`src/rtl/fifo_word_packer.sv`:
```
// Read-side consumer of the byte FIFO: packs NBYTES consecutive bytes into one word and
// hands it downstream on valid/ready; a flush emits a partial word with per-lane keep flags.
module fifo_word_packer #(
   parameter int NBYTES     = 4,
   parameter bit BIG_ENDIAN = 1'b0
) (
   input  logic                  clkr,
   input  logic                  rst,
   input  logic                  e,
   output logic                  RREQ,
   input  logic [7:0]            RD,
   input  logic                  flush,
   output logic [8*NBYTES-1:0]   out_data,
   output logic [NBYTES-1:0]     out_keep,
   output logic                  out_valid,
   input  logic                  out_ready,
   output logic                  busy
);

   localparam int            CW   = $clog2(NBYTES + 1);
   localparam logic [CW-1:0] FULL = CW'(NBYTES);

   logic [CW-1:0]          cnt_q, cnt_d;
   logic                   inflight_q, inflight_d;
   logic                   flush_pend_q, flush_pend_d;
   logic [8*NBYTES-1:0]    asm_q, asm_d;
   logic [8*NBYTES-1:0]    out_data_q, out_data_d;
   logic [NBYTES-1:0]      out_keep_q, out_keep_d;
   logic                   out_valid_q, out_valid_d;

   logic                   slot_free, full_xfer, part_xfer, flush_done;
   logic [NBYTES-1:0]      part_keep;

   // Credit rule: a byte in flight already owns a lane, so capture never overflows.
   assign RREQ = rst & ~e & ~flush_pend_q &
                 (({1'b0, cnt_q} + {{CW{1'b0}}, inflight_q}) < {1'b0, FULL});

   always_comb begin
      cnt_d        = cnt_q;
      asm_d        = asm_q;
      out_data_d   = out_data_q;
      out_keep_d   = out_keep_q;
      out_valid_d  = out_valid_q;
      inflight_d   = RREQ;
      part_keep    = '0;

      slot_free  = ~out_valid_q | out_ready;
      full_xfer  = (cnt_q == FULL) & slot_free;
      flush_done = flush_pend_q & ~inflight_q & slot_free;
      part_xfer  = flush_done & (cnt_q != '0) & (cnt_q != FULL);

      flush_pend_d = flush_pend_q ? ~flush_done : flush;

      for (int i = 0; i < NBYTES; i++) begin
         if (CW'(i) < cnt_q) part_keep[BIG_ENDIAN ? (NBYTES-1-i) : i] = 1'b1;
      end

      if (inflight_q) begin
         for (int i = 0; i < NBYTES; i++) begin
            if (cnt_q == CW'(BIG_ENDIAN ? (NBYTES-1-i) : i)) asm_d[8*i +: 8] = RD;
         end
         cnt_d = cnt_q + CW'(1);
      end

      if (out_valid_q & out_ready) out_valid_d = 1'b0;

      // Unused lanes of a partial word are already zero since asm clears on every transfer.
      if (full_xfer | part_xfer) begin
         out_data_d  = asm_q;
         out_keep_d  = full_xfer ? {NBYTES{1'b1}} : part_keep;
         out_valid_d = 1'b1;
         cnt_d       = '0;
         asm_d       = '0;
      end
   end

   always_ff @(posedge clkr) begin
      if (!rst) begin
         cnt_q        <= '0;
         inflight_q   <= 1'b0;
         flush_pend_q <= 1'b0;
         asm_q        <= '0;
         out_data_q   <= '0;
         out_keep_q   <= '0;
         out_valid_q  <= 1'b0;
      end else begin
         cnt_q        <= cnt_d;
         inflight_q   <= inflight_d;
         flush_pend_q <= flush_pend_d;
         asm_q        <= asm_d;
         out_data_q   <= out_data_d;
         out_keep_q   <= out_keep_d;
         out_valid_q  <= out_valid_d;
      end
   end

   assign out_data  = out_data_q;
   assign out_keep  = out_keep_q;
   assign out_valid = out_valid_q;
   assign busy      = (cnt_q != '0) | inflight_q | out_valid_q;

endmodule

```
`config.mk`:
```
export PLATFORM = sky130hd
export DESIGN_NAME = fifo_word_packer
export DESIGN_NICKNAME = d
export VERILOG_FILES = /design/src/rtl/fifo_word_packer.sv
export SDC_FILE = /design/constraint.sdc
export NUM_CORES = 1
export LEC_CHECK = 0
export ABC_AREA = 0
export BUFFER_PORTS_ARGS = -buffer_cell sky130_fd_sc_hd__buf_2
export CAP_MARGIN = 20
export CORE_MARGIN = 3
export CORE_UTILIZATION = 57
export CTS_BUF_LIST = sky130_fd_sc_hd__clkbuf_4 sky130_fd_sc_hd__clkbuf_8
export DETAILED_ROUTE_END_ITERATION = 10
export PLACE_DENSITY = 0.81
export SLEW_MARGIN = 25
export SYNTH_ARGS = -nofsm -noshare
export SYNTH_HDL_FRONTEND = slang
export SYNTH_SLANG_ARGS = --single-unit
```
`constraint.sdc`:
```
create_clock -name clkr -period 2.7 [get_ports clkr]
set_input_delay 0.27 -clock clkr [delete_from_list [all_inputs] [get_ports clkr]]
set_output_delay 0.27 -clock clkr [all_outputs]
set_load 0.005 [all_outputs]
```
# After elaboration in Yosys (flattened, before gate mapping)
# Index checks and enable logic that the tools add are counted.
[classes] n_eq_ne=5 bitwise=19 order_cmp=5 muxes=8 n_addsub=2 n_reduce_logical=8
[ops] cell="$and A1 B1 Y1" count=9
[ops] cell="$reduce_and A2 Y1" count=4
[ops] cell="$mux W1" count=7
[ops] cell="$eq A3 B2 Y1 const B" count=2
[ops] cell="$lt A1 B3 Y1 const A" count=2
[ops] cell="$lt A2 B3 Y1 const A" count=2
[ops] cell="$not A1 Y1" count=6
[ops] cell="$add A3 B1 Y4" count=1
[ops] cell="$lt A4 B3 Y1 const B" count=1
[ops] cell="$mux W4" count=1
[ops] cell="$or A1 B1 Y1" count=4
[ops] cell="$add A3 B1 Y3 const B" count=1
[ops] cell="$eq A3 B1 Y1 const B" count=1
[ops] cell="$eq A3 B3 Y1 const B" count=1
[ops] cell="$logic_not A3 Y1" count=1
[ops] cell="$ne A3 B3 Y1 const B" count=1
[ops] cell="$reduce_bool A3 Y1" count=1
[ops] cell="$reduce_bool A2 Y1" count=1
[ops] cell="$reduce_or A2 Y1" count=1
[totals] word_cells=57 ff_bits=74 out_inout_bits=39 inputBits=13

# Depth between registers and ports, before layout
[logic_depth] word_depth=7 ltp_mapped=7 depth_no_buf=5

# Worst setup path after synthesis
# OpenSTA, ideal clock, no wires.
[synth_timing] path_kind="reg-to-reg" start="register cnt_q[1]" end="register out_data_q[0], in the netlist out_data[0]" setup_time_ns=0.072 required_ns=2.628 arrival_time_ns=1.897 n_path_buf=2 slack_ns=0.731 period_less_slack_ns=1.969 path_stages_with_launch=8 cell_sequence="dfxtp_1 clkbuf_1 inv_1 ha_1 or3b_1 a21oi_2 buf_4 mux2i_1"
[synth_between] elab_chain_len=4
[synth_rtl] element="from (decl)" line_no="23" source="logic [CW-1:0] cnt_q, cnt_d;"
[synth_rtl] element="from (signal assigned)" line_no="87" source="cnt_q <= cnt_d;"
[synth_rtl] element="$reduce_bool A3 Y1" line_no="50" source="part_xfer = flush_done & (cnt_q != '0) & (cnt_q != FULL);"
[synth_rtl] element="$and A1 B1 Y1 (2 in a row)" line_no="50"
[synth_rtl] element="$or A1 B1 Y1 *" line_no="68" source="if (full_xfer | part_xfer) begin"
[synth_rtl] element="to (signal assigned)" line_no="91" source="out_data_q <= out_data_d;"
[synth_rtl] element="to (decl)" line_no="27" source="logic [8*NBYTES-1:0] out_data_q, out_data_d;"
# Every way passes the cells marked *; elsewhere a longest branch is shown, timed or not.
# A chain may end at the register's enable or synchronous reset.

# Worst setup path after layout
[layout_timing] start="register cnt_q[0]" end="register out_data_q[30], in the netlist out_data[30]"
# Same word-level chain as after synthesis.

==> qor.yml <==
run_status:
  status: "complete, no violations"
logic_synthesis:
  syn_area_per_cell_sq_um: 9.75
  yosysSeqAreaShare_pct: 50.2
  synth_xor_area_share_pct: 0.593
  yosys_warnings: 0
  synth.area.mux_share_pct: 22.7
  synthDistinctLibCells: 29
  syn_area_sq_um: 2950
  synthFlopType: "dfxtp_1"
  synth_cells: 303
  synth_enable_flop_cells: 0
  yosysTopAreaCell: "dfxtp_1"
  synth_commonest_cells: "dfxtp_1, nand2_1, mux2i_1, nor3_1, clkbuf_1"
  synth_top_area_share_pct: 50.2
  synth-seq-cells: 74
  synth_most_common_cell: "dfxtp_1"
  synth_compound_area_share_pct: 2.63
  synth_nets: 319
  async_reset_ff_share_pct: 0
  synthSimpleGateAreaFrac_pct: 17.8
  synthAdderAreaFrac_pct: 1.27
  yosys-top-cells-area: "dfxtp_1, mux2i_1, nand2_1"
  synth_top_family_by_area: "multiplexers"
grt:
  grt_start_max_net_pins: 72
  gr-usage-all-layers_pct: 21.1
  grt_pass1_wl_microns: 10000
  grt_pass1_vias: 2091
  grt_overflow: 0
  antenna_found_initial: 0
final_layout:
  fin_nets: 359
  syn_to_final_growth_pct: 15.3
  fillers: 370
  seq_area_sq_um: 1480
  drive_gt1_share_pct: 22.1
  multi_input_area_sq_um: 1340
  n_antenna_cell: 0
clock_network:
  cts_setup_buffers: 0
  cts.repair.resized: 0
  clock_latency_ps: 340
  htreeDepth: 3
  cts_buffer_depth: 2
  cts_tree: "done"
  cts-buffers-inserted: 9
  clock_sinks: 74
  holdBufCountCts: 0
  path_clk_slew_ps: 70
  cts_root_buf: "clkbuf_8"
power:
  comb_power_share_pct: 6.2
  p_seq_share_pct: 55.4
  p_int_mw: 1.53
  switching_share_pct: 24.1
  clockPowerShare_pct: 38.3
  peakVddDrop_v: 0.000424
  p_leak_nw: 1.48
  powerDensity_nw_per_um2: 593
  p_sw_uw: 487
worst_setup_path:
  slowest_delay_ps: 490
  path_max_fanout: 30
  worstSetupStartpointType: "flop"
  worstPathRequired_ps: 2970
  worstReg2RegEnd: "out_data[30]"
  cp.buffers_inverters: 2
  r2r_start: "cnt_q[0]"
  crit_family: "flip-flops"
  path_cells: "inv_1 -> ha_1 -> or3b_1 -> a21oi_4 -> buf_4 -> mux2i_1"
  reg2regPathDepth: 6
  reg2reg_slack_ps: 490
  end_kind: "flop"
  arrival_ps: 2480
  cp_slowest_cell: "dfxtp_1"
  worstSetupPathType: "reg2reg"
timing:
  min_period_ps: 2210
  max_freq_mhz: 452
  hold_viol_final: 0
  finalWorstSetupSlack_ps: 489
  finalSetupViolCount: 0
  drv_slew: 0
  rsz0062_at_grt: "false"
  final.setup_skew_ps: 6.78
  tightest_slew_ps: 680
  slew_headroom_pct: 54.7
  tns_ps: 0
  post-route-period-util_pct: 81.9
min_path:
  min_to: "flush_pend_q"
  min_path_cells: 3
  hp-class: "in2reg"
  hold_path_startpoint: "flush"
placement:
  hpwlAfterDp_microns: 3770
  dpl_worst_slack_ps: 525
  gp_congestion: 0.752
  port_buffers: 51
detailed_routing:
  detail-route-antenna-nets: 0
  dr_wl_met2_microns: 2770
  drt_iter0_drc: 158
  top_layer: "met4"
  wl_microns: 5940
  wl_per_cell_microns: 14.3
  wl_met3_microns: 365
  vias_per_cell: 5.26
  vias: 2184
  dr.pass1.iters: 4
  drt-met1-wl_microns: 2710
  drcViolationCount: 0
die:
  start_util_pct: 60.9
  fp-row-count: 25
  ios: 52
  core_sq_um: 4850
  die_area_sq_um: 6080
  dieWidth_microns: 78.0
  die_y_microns: 78.0
run:
  drv_cap: 0
[cells by family after synthesis]
family / Yosys count
xor+xnor: 2
simple gates: 117
flops: 74
compound gates: 10
fa+ha+maj: 3
mux: 67
buf+inv: 30
[through the flow]
stage	power (mW)	std cells	hold WS [ps]	area, sq um	util (%)
after floorplan	1.23	303	437	2950	-
after global placement	1.27	399	440	3230	66.5
after detailed placement	1.27	399	443	3230	66.5
after CTS	2.03	415	202	3410	70.2
after global routing	2.09	415	218	3410	70.2
final	2.02	415	204	3410	70.2
[state kept, by name (all words and copies together) (netlist names)]
register / flops
cnt_q: 3
out_valid: 1
asm_q: 32
out_keep: 4
out_data: 32
flush_pend_q: 1
inflight_q: 1
[final cells by class]
| type | count | share of cell area, % |
|---|---|---|
| clock inverter | 5 | 0.845 |
| multi-input combinational | 199 | 39.5 |
| sequential | 74 | 43.5 |
| timing repair buffer | 56 | 8.96 |
| inverter | 3 | 0.331 |
| clock buffer | 11 | 4.45 |
| tap | 67 | 2.46 |
[worst min-delay path: stages]
cell,delay (ps)
buf_2,100
nor2_1,80
a211oi_1,50
[metal layers]
metal / global-route usage (%) / vias to the layer above
met5: 0 / -
met4: 7.87 / 0
met3: 5.92 / 10
met2: 33.4 / 57
met1: 27.6 / 1014
li1: - / 1103
[power by group through the flow]
| stage | Sequential (mW) | Combinational [mW] | Clock (mW) |
|---|---|---|---|
| final | 1.12 | 0.126 | 0.775 |
| after global routing | 1.12 | 0.137 | 0.833 |
| after CTS | 1.12 | 0.126 | 0.782 |
| after detailed placement | 1.15 | 0.125 | 0 |
| after global placement | 1.14 | 0.123 | 0 |
| after floorplan | 1.14 | 0.0951 | 0 |
[cells in the final DEF (no fill, tap or decap), types with 2 or more instances in the layout]
cell type / instances
a21o_1: 2
a31oi_1: 2
buf_2: 51
buf_4: 4
clkbuf_8: 11
clkinv_2: 4
dfxtp_1: 74
ha_1: 3
inv_1: 3
mux2i_1: 67
nand2_1: 69
nand3b_1: 2
nor2_1: 3
nor3_1: 36
or4b_2: 2
[how the worst max path moves through the flow]
stage          startpoint            to  depth (start not counted)
3_3_place_gp     cnt_q[0]   out_keep[3]                          6
2_1_floorplan    cnt_q[1]   out_data[0]                          7
3_5_place_dp     cnt_q[0]   out_data[0]                          6
6_report         cnt_q[0]  out_data[30]                          6
4_1_cts          cnt_q[0]  out_data[30]                          6
5_1_grt          cnt_q[0]  out_data[30]                          6
(Power assumes the default switching activity.)
